### config.mk
export PLATFORM = sky130hd
export DESIGN_NAME = uart_rx_ovs
export DESIGN_NICKNAME = d
export VERILOG_FILES = /design/src/rtl/uart_rx_ovs.sv
export SDC_FILE = /design/constraint.sdc
export NUM_CORES = 1
export LEC_CHECK = 0
export ABC_AREA = 1
export CAP_MARGIN = 20
export CORE_MARGIN = 3
export CORE_UTILIZATION = 60
export CTS_CLUSTER_DIAMETER = 60
export DETAILED_ROUTE_END_ITERATION = 8
export PLACE_DENSITY = 0.8
export SKIP_CTS_REPAIR_TIMING = 1
export SLEW_MARGIN = 5
export SYNTH_ARGS = -nofsm -noshare
export SYNTH_HDL_FRONTEND = slang
export SYNTH_SLANG_ARGS = --single-unit
### constraint.sdc
create_clock -name clk -period 2.95 [get_ports clk]
set_input_delay 0.59 -clock clk [delete_from_list [all_inputs] [get_ports clk]]
set_output_delay 0.59 -clock clk [all_outputs]
set_load 0.05 [all_outputs]
### src/rtl/uart_rx_ovs.sv
// Oversampling UART receiver with 3-sample vote and FIFO; push 1 clk after stop decision, tvalid 1 clk after push, stalls on str_tready.
// Line-break detection (break flag + BRKWAIT) is built only when UART_RX_BREAK_EN is defined.
module uart_rx_ovs #(
  parameter int DW = 8,
  parameter int FD = 8,
  parameter int BL = 16,
  parameter int FL = $clog2(FD) + 1
) (
  input  logic          clk,
  input  logic          rst,
  input  logic [BL-1:0] cfg_div,
  input  logic [1:0]    cfg_prt,
  input  logic          cfg_stp,
  input  logic          uart_rxd,
  output logic          str_tvalid,
  output logic [DW-1:0] str_tdata,
  input  logic          str_tready,
  output logic          str_terror_parity,
  output logic          str_terror_frame,
  output logic          str_terror_break,
  output logic          err_overflow,
  input  logic          err_clr,
  output logic [FL-1:0] fifo_cnt,
  output logic          rx_busy
);

`ifdef UART_RX_BREAK_EN
  localparam int WW = DW + 3;
`else
  localparam int WW = DW + 2;
`endif
  localparam int AW = $clog2(FD);
  localparam logic [3:0]    LAST_BIT = 4'(DW - 1);
  localparam logic [BL-1:0] ONE      = BL'(1);

  typedef enum logic [2:0] {
    ST_IDLE,
    ST_START,
    ST_DATA,
    ST_PARITY,
    ST_STOP1,
    ST_STOP2,
    ST_BRKWAIT
  } state_t;

  logic          sync1_q, sync2_q, prev_q;
  logic          fall;
  state_t        state_q, state_d;
  logic [BL-1:0] bc_q, bc_d, div_q, div_d;
  logic [BL-1:0] mid, mid_m1, mid_p1, bc_inc;
  logic [1:0]    smp_q, smp_d, prt_q, prt_d;
  logic          stp_q, stp_d;
  logic [DW-1:0] sh_q, sh_d;
  logic [3:0]    nb_q, nb_d;
  logic          par_q, par_d, perr_q, perr_d, ferr_q, ferr_d;
`ifdef UART_RX_BREAK_EN
  logic          zero_q, zero_d;
`endif
  logic          push_q, push_d;
  logic [WW-1:0] word_q, word_d;
  logic          vote, dec, wrap, fin_frm, fin_brk;

  logic [WW-1:0] mem_q [FD];
  logic [AW-1:0] wr_ptr_q, rd_ptr_q, rd_ptr_d;
  logic [FL-1:0] cnt_q, cnt_d;
  logic [WW-1:0] head_q;
  logic          vld_q, vld_d, ovf_q;
  logic          pop, full, wr_en;

  assign fall = prev_q & ~sync2_q;

  always_ff @(posedge clk) begin
    if (rst) begin
      sync1_q <= 1'b1;
      sync2_q <= 1'b1;
      prev_q  <= 1'b1;
    end else begin
      sync1_q <= uart_rxd;
      sync2_q <= sync1_q;
      prev_q  <= sync2_q;
    end
  end

  always_comb begin
    state_d = state_q;
    bc_d    = bc_q;
    div_d   = div_q;
    prt_d   = prt_q;
    stp_d   = stp_q;
    smp_d   = smp_q;
    sh_d    = sh_q;
    nb_d    = nb_q;
    par_d   = par_q;
    perr_d  = perr_q;
    ferr_d  = ferr_q;
`ifdef UART_RX_BREAK_EN
    zero_d  = zero_q;
`endif
    push_d  = 1'b0;
    word_d  = word_q;
    fin_frm = 1'b0;
    fin_brk = 1'b0;

    mid    = div_q >> 1;
    mid_m1 = mid - ONE;
    mid_p1 = mid + ONE;
    wrap   = (bc_q == div_q);
    dec    = (bc_q == mid_p1);
    bc_inc = wrap ? '0 : bc_q + ONE;
    vote   = (smp_q[0] & smp_q[1]) | (smp_q[0] & sync2_q) | (smp_q[1] & sync2_q);

    if (bc_q == mid_m1) smp_d[0] = sync2_q;
    if (bc_q == mid)    smp_d[1] = sync2_q;

    case (state_q)
      ST_IDLE: begin
        if (fall) begin
          state_d = ST_START;
          bc_d    = '0;
          div_d   = cfg_div;
          prt_d   = cfg_prt;
          stp_d   = cfg_stp;
          nb_d    = '0;
          par_d   = 1'b0;
          perr_d  = 1'b0;
          ferr_d  = 1'b0;
`ifdef UART_RX_BREAK_EN
          zero_d  = 1'b1;
`endif
        end
      end
      ST_START: begin
        bc_d = bc_inc;
        if (dec && vote) begin
          state_d = ST_IDLE;
        end else if (wrap) begin
          state_d = ST_DATA;
          nb_d    = '0;
        end
      end
      ST_DATA: begin
        bc_d = bc_inc;
        if (dec) begin
          sh_d  = {vote, sh_q[DW-1:1]};
          par_d = par_q ^ vote;
`ifdef UART_RX_BREAK_EN
          zero_d = zero_q & ~vote;
`endif
        end
        if (wrap) begin
          if (nb_q == LAST_BIT) begin
            state_d = prt_q[1] ? ST_PARITY : ST_STOP1;
          end else begin
            nb_d = nb_q + 4'd1;
          end
        end
      end
      ST_PARITY: begin
        bc_d = bc_inc;
        if (dec) begin
          perr_d = (par_q ^ vote) != prt_q[0];
`ifdef UART_RX_BREAK_EN
          zero_d = zero_q & ~vote;
`endif
        end
        if (wrap) state_d = ST_STOP1;
      end
      ST_STOP1: begin
        bc_d = bc_inc;
        if (dec) begin
`ifdef UART_RX_BREAK_EN
          if (zero_q && !vote) begin
            push_d  = 1'b1;
            fin_frm = 1'b1;
            fin_brk = 1'b1;
            bc_d    = '0;
            state_d = ST_BRKWAIT;
          end else
`endif
          if (stp_q) begin
            ferr_d = ~vote;
          end else begin
            // Ending here rather than at the wrap lets an early start edge resync.
            push_d  = 1'b1;
            fin_frm = ~vote;
            state_d = ST_IDLE;
          end
        end else if (wrap) begin
          state_d = ST_STOP2;
        end
      end
      ST_STOP2: begin
        bc_d = bc_inc;
        if (dec) begin
          push_d  = 1'b1;
          fin_frm = ferr_q | ~vote;
          state_d = ST_IDLE;
        end
      end
`ifdef UART_RX_BREAK_EN
      ST_BRKWAIT: begin
        if (!sync2_q) begin
          bc_d = '0;
        end else if (wrap) begin
          state_d = ST_IDLE;
        end else begin
          bc_d = bc_q + ONE;
        end
      end
`endif
      default: state_d = ST_IDLE;
    endcase

`ifdef UART_RX_BREAK_EN
    if (push_d) word_d = {fin_brk, fin_frm, perr_q, sh_q};
`else
    if (push_d) word_d = {fin_frm, perr_q, sh_q};
`endif
  end

  always_ff @(posedge clk) begin
    if (rst) begin
      state_q <= ST_IDLE;
      bc_q    <= '0;
      div_q   <= '0;
      prt_q   <= '0;
      stp_q   <= 1'b0;
      smp_q   <= 2'b11;
      sh_q    <= '0;
      nb_q    <= '0;
      par_q   <= 1'b0;
      perr_q  <= 1'b0;
      ferr_q  <= 1'b0;
`ifdef UART_RX_BREAK_EN
      zero_q  <= 1'b0;
`endif
      push_q  <= 1'b0;
      word_q  <= '0;
    end else begin
      state_q <= state_d;
      bc_q    <= bc_d;
      div_q   <= div_d;
      prt_q   <= prt_d;
      stp_q   <= stp_d;
      smp_q   <= smp_d;
      sh_q    <= sh_d;
      nb_q    <= nb_d;
      par_q   <= par_d;
      perr_q  <= perr_d;
      ferr_q  <= ferr_d;
`ifdef UART_RX_BREAK_EN
      zero_q  <= zero_d;
`endif
      push_q  <= push_d;
      word_q  <= word_d;
    end
  end

  // Head is only refreshed from words already stored before this edge, so a
  // push into an empty FIFO shows up one cycle after fifo_cnt moves.
  always_comb begin
    pop      = vld_q & str_tready;
    full     = (cnt_q == FL'(FD));
    wr_en    = push_q & (~full | pop);
    cnt_d    = cnt_q + FL'(wr_en) - FL'(pop);
    rd_ptr_d = rd_ptr_q + AW'(pop);
    vld_d    = (cnt_q - FL'(pop)) != '0;
  end

  always_ff @(posedge clk) begin
    if (wr_en) mem_q[wr_ptr_q] <= word_q;
  end

  always_ff @(posedge clk) begin
    if (rst) begin
      wr_ptr_q <= '0;
      rd_ptr_q <= '0;
      cnt_q    <= '0;
      vld_q    <= 1'b0;
      head_q   <= '0;
      ovf_q    <= 1'b0;
    end else begin
      if (wr_en) wr_ptr_q <= wr_ptr_q + AW'(1);
      rd_ptr_q <= rd_ptr_d;
      cnt_q    <= cnt_d;
      vld_q    <= vld_d;
      if (vld_d) head_q <= mem_q[rd_ptr_d];
      if (err_clr) begin
        ovf_q <= 1'b0;
      end else if (push_q && full && !pop) begin
        ovf_q <= 1'b1;
      end
    end
  end

  assign str_tvalid        = vld_q;
  assign str_tdata         = head_q[DW-1:0];
  assign str_terror_parity = head_q[DW];
  assign str_terror_frame  = head_q[DW+1];
`ifdef UART_RX_BREAK_EN
  assign str_terror_break  = head_q[DW+2];
`else
  assign str_terror_break  = 1'b0;
`endif
  assign err_overflow      = ovf_q;
  assign fifo_cnt          = cnt_q;
  assign rx_busy           = (state_q != ST_IDLE);

endmodule

==> metrics.txt <==
CP cell instances=ha_1 -> nand3_2 -> nor2_4 -> nand2_1 -> nand2_1 -> nand2_1 -> clkinv_1 -> nand3_1 -> nor2_2 -> nand2_4 -> inv_1 -> o21ai_2 -> o21ai_0 -> a21oi_1; largest area contributor in the netlist=edfxtp_1; initial antenna violation count=0; count leader, synth=nand2_1; DIE WIDTH=124 um; Via density=5.58; clk_lat worst skew=0.43 ns; Final #Nets=1102; detailed-route via count=6990; Layout area overhead=14.1%; Post-route DRC=0; CP Class=reg2reg; PortBufs=40; DP HPWL=about 14000 um; max incr delay on CP=0.47 ns; H-Tree Depth=4; Final Cell Area=9590 um^2; Critical Path RT=3.25 ns; Period minus WS final=2.59 ns; ant diodes=0; peak supply drop=about 560 uV; largest net degree at the start of global routing=53; Yosys reg bits=171; Core Box Area=13500 um^2; Final Max Slew Viols=0; Clock Sinks=171; min-delay worst type=reg2reg; Yosys top cell area share=28.6%; Reg2Reg Depth=14; Mapped Cells=1023; synthesized net count=1062; RD Place Congestion=approximately 0.95; drt initial violations=~500; cell mode on critical path=nand2_1; PD cells=~800 nW/um^2; # rows=between 40 and 50; first-pass GRT wire length=32900 um; FF-to-FF End=word_q[5]$_SDFFE_PP0P_; static leakage=between 3 and 4 nW; drt pass-1 iters=5; ys async rst share=0%; dpl cell area=roughly 9000 um^2; layout cells sized above 1=7.90%; wirelength, routed=between 20000 and 25000 um; Post-synth EDFFs=80; largest cells by area after synthesis=edfxtp_1, dfxtp_1, nand2_1; sequential area share after synthesis=50.3%; final antenna-violating net count=0; CTS tree=built; gr usage total=26.3%; ys flop type=dfxtp_1; maxcap violations=0; R2R Path Start=div_q[2]$_SDFFE_PP0P_; crit-path max FO=19; TNS Setup=0 ns; Commonest cells post-synth=nand2_1, nor2_1, inv_1; CTS Buffer Depth=2; highest clock rate=387 MHz; YS warnings=0; IO Count=42; crit path DAT=between 2 and 3 ns; Final Hold Fails=0; status=finished clean; FILL cells=around 1100; vias in the first global route=6661; Final setup viols=0; r2r setup slk=between 0.3 and 0.4 ns; Root Driver=clkbuf_16; unrepaired setup endpoints after global routing=false; worst slew pin tran=0.814 ns; Worst path slowest cell=dfxtp_1; relative slew slack=between 40% and 50%; Starting Density=62.4%; Crit. End Element=flop; Avg Cell Area, Syn=between 8 and 9 um^2; routed len/inst=16.1 um; synth unique cells=45; Overflow after GRT=0; clk slew on worst S/H paths=roughly 0.070 ns; Inserted Clock Buffers=17; Syn Std Cell Area=8400 um^2; Die H=124 um; critical path endpoint=word_q[5]$_SDFFE_PP0P_; Startpoint Class=flop; die area=15500 um^2; clk_skew=0.00758 ns; crit path from=div_q[2]$_SDFFE_PP0P_; fin crit share=87.7%
[worst max-delay path, delay by kind of cell, from the launching register on]
kind            cells  cell delay, ns
compound gates      3            0.50
fa+ha+maj           1            0.27
buf+inv             2            0.14
flops               1            0.47
simple gates        8            1.05
[metrics by stage]
stage / cells / worst slack (ns) / hold slack (ns) / power, mW / util (%)
6_report: 1252 / 0.363 / 0.437 / 7.70 / 71.3
3_5_place_dp: 1220 / 0.313 / 0.414 / 5.50 / 67.0
3_3_place_gp: 1220 / 0.333 / 0.391 / 5.45 / 67.0
4_1_cts: 1252 / 0.352 / 0.428 / 7.70 / 71.3
2_1_floorplan: 1023 / 0.520 / 0.389 / 4.76 / -
5_1_grt: 1252 / 0.154 / 0.445 / 8.13 / 71.3
[layout make-up]
type	count	area, um^2	share of cell area [%]
Sequential cell	171	4220	44.1
Multi-Input combinational cell	701	3570	37.3
Timing Repair Buffer	63	586	6.11
Clock buffer	18	429	4.48
Inverter	109	409	4.27
Tap cell	176	220	2.30
Clock inverter	14	146	1.53
[where the power goes]
group / switching (mW) / internal (mW)
combinational: 1.74 / 0.919
clock: 0.938 / 1.25
sequential: 0.192 / 2.67
[cell families (layout without fill, tap and decap cells)]
group / after synthesis / in the layout / share of synthesized area, %
compound gates: 199 / 199 / 12.7
xor+xnor: 34 / 34 / 3.54
fa+ha+maj: 15 / 15 / 2.32
buf+inv: 151 / 204 / 7.16
flops: 171 / 171 / 50.3
mux: 10 / 10 / 1.34
other cells: 1 / 1 / 0.0446
simple gates: 442 / 442 / 22.6
[routing by layer]
layer	track usage [%]	share of wire, %
met5	0	0
met4	9.61	2.5
met3	4.97	6.3
met2	43.4	48
met1	34.7	43
[placed cells by master, fill, tap and decap left out, types with 4 or more instances in the layout]
master and instances:
dfxtp_1 91, nand4_1 11, nor2_1 138, edfxtp_1 80, clkdlybuf4s50_1 40, nor3_1 16, nor4_1 4, ha_1 14
o21ai_0 96, nand2_1 189, o21ai_1 5, nor2_2 4, o22ai_1 21, inv_1 107, buf_4 22, nand3_1 57
a21oi_1 64, xnor2_1 6, nand2_2 5, clkbuf_16 17, xor2_1 28, mux2_2 10
[sequential cells by signal, indices dropped and copies added (netlist names)]
signal,count
mem_q,80
bc_q,16
div_q,16
head_q,10
word_q,10
sh_q,8
fifo_cnt,4
nb_q,4
rd_ptr_q,3
state_q,3
wr_ptr_q,3
prt_q,2
smp_q,2
err_overflow,1
ferr_q,1
par_q,1
perr_q,1
prev_q,1
push_q,1
stp_q,1
str_tvalid,1
sync1_q,1
sync2_q,1
[how the worst min path moves through the flow]
stage | startpoint | to | slack, ns | cells past startpoint
4_1_cts | sync1_q$_SDFF_PP1_ | sync2_q$_SDFF_PP1_ | 0.43 | 1
2_1_floorplan | sync1_q$_SDFF_PP1_ | sync2_q$_SDFF_PP1_ | 0.39 | 1
5_1_grt | sync1_q$_SDFF_PP1_ | sync2_q$_SDFF_PP1_ | 0.45 | 1
6_report | sync1_q$_SDFF_PP1_ | sync2_q$_SDFF_PP1_ | 0.44 | 1
3_5_place_dp | sync1_q$_SDFF_PP1_ | sync2_q$_SDFF_PP1_ | 0.41 | 1
3_3_place_gp | sync1_q$_SDFF_PP1_ | sync2_q$_SDFF_PP1_ | 0.39 | 1
Power figures use the tool's default switching activity.
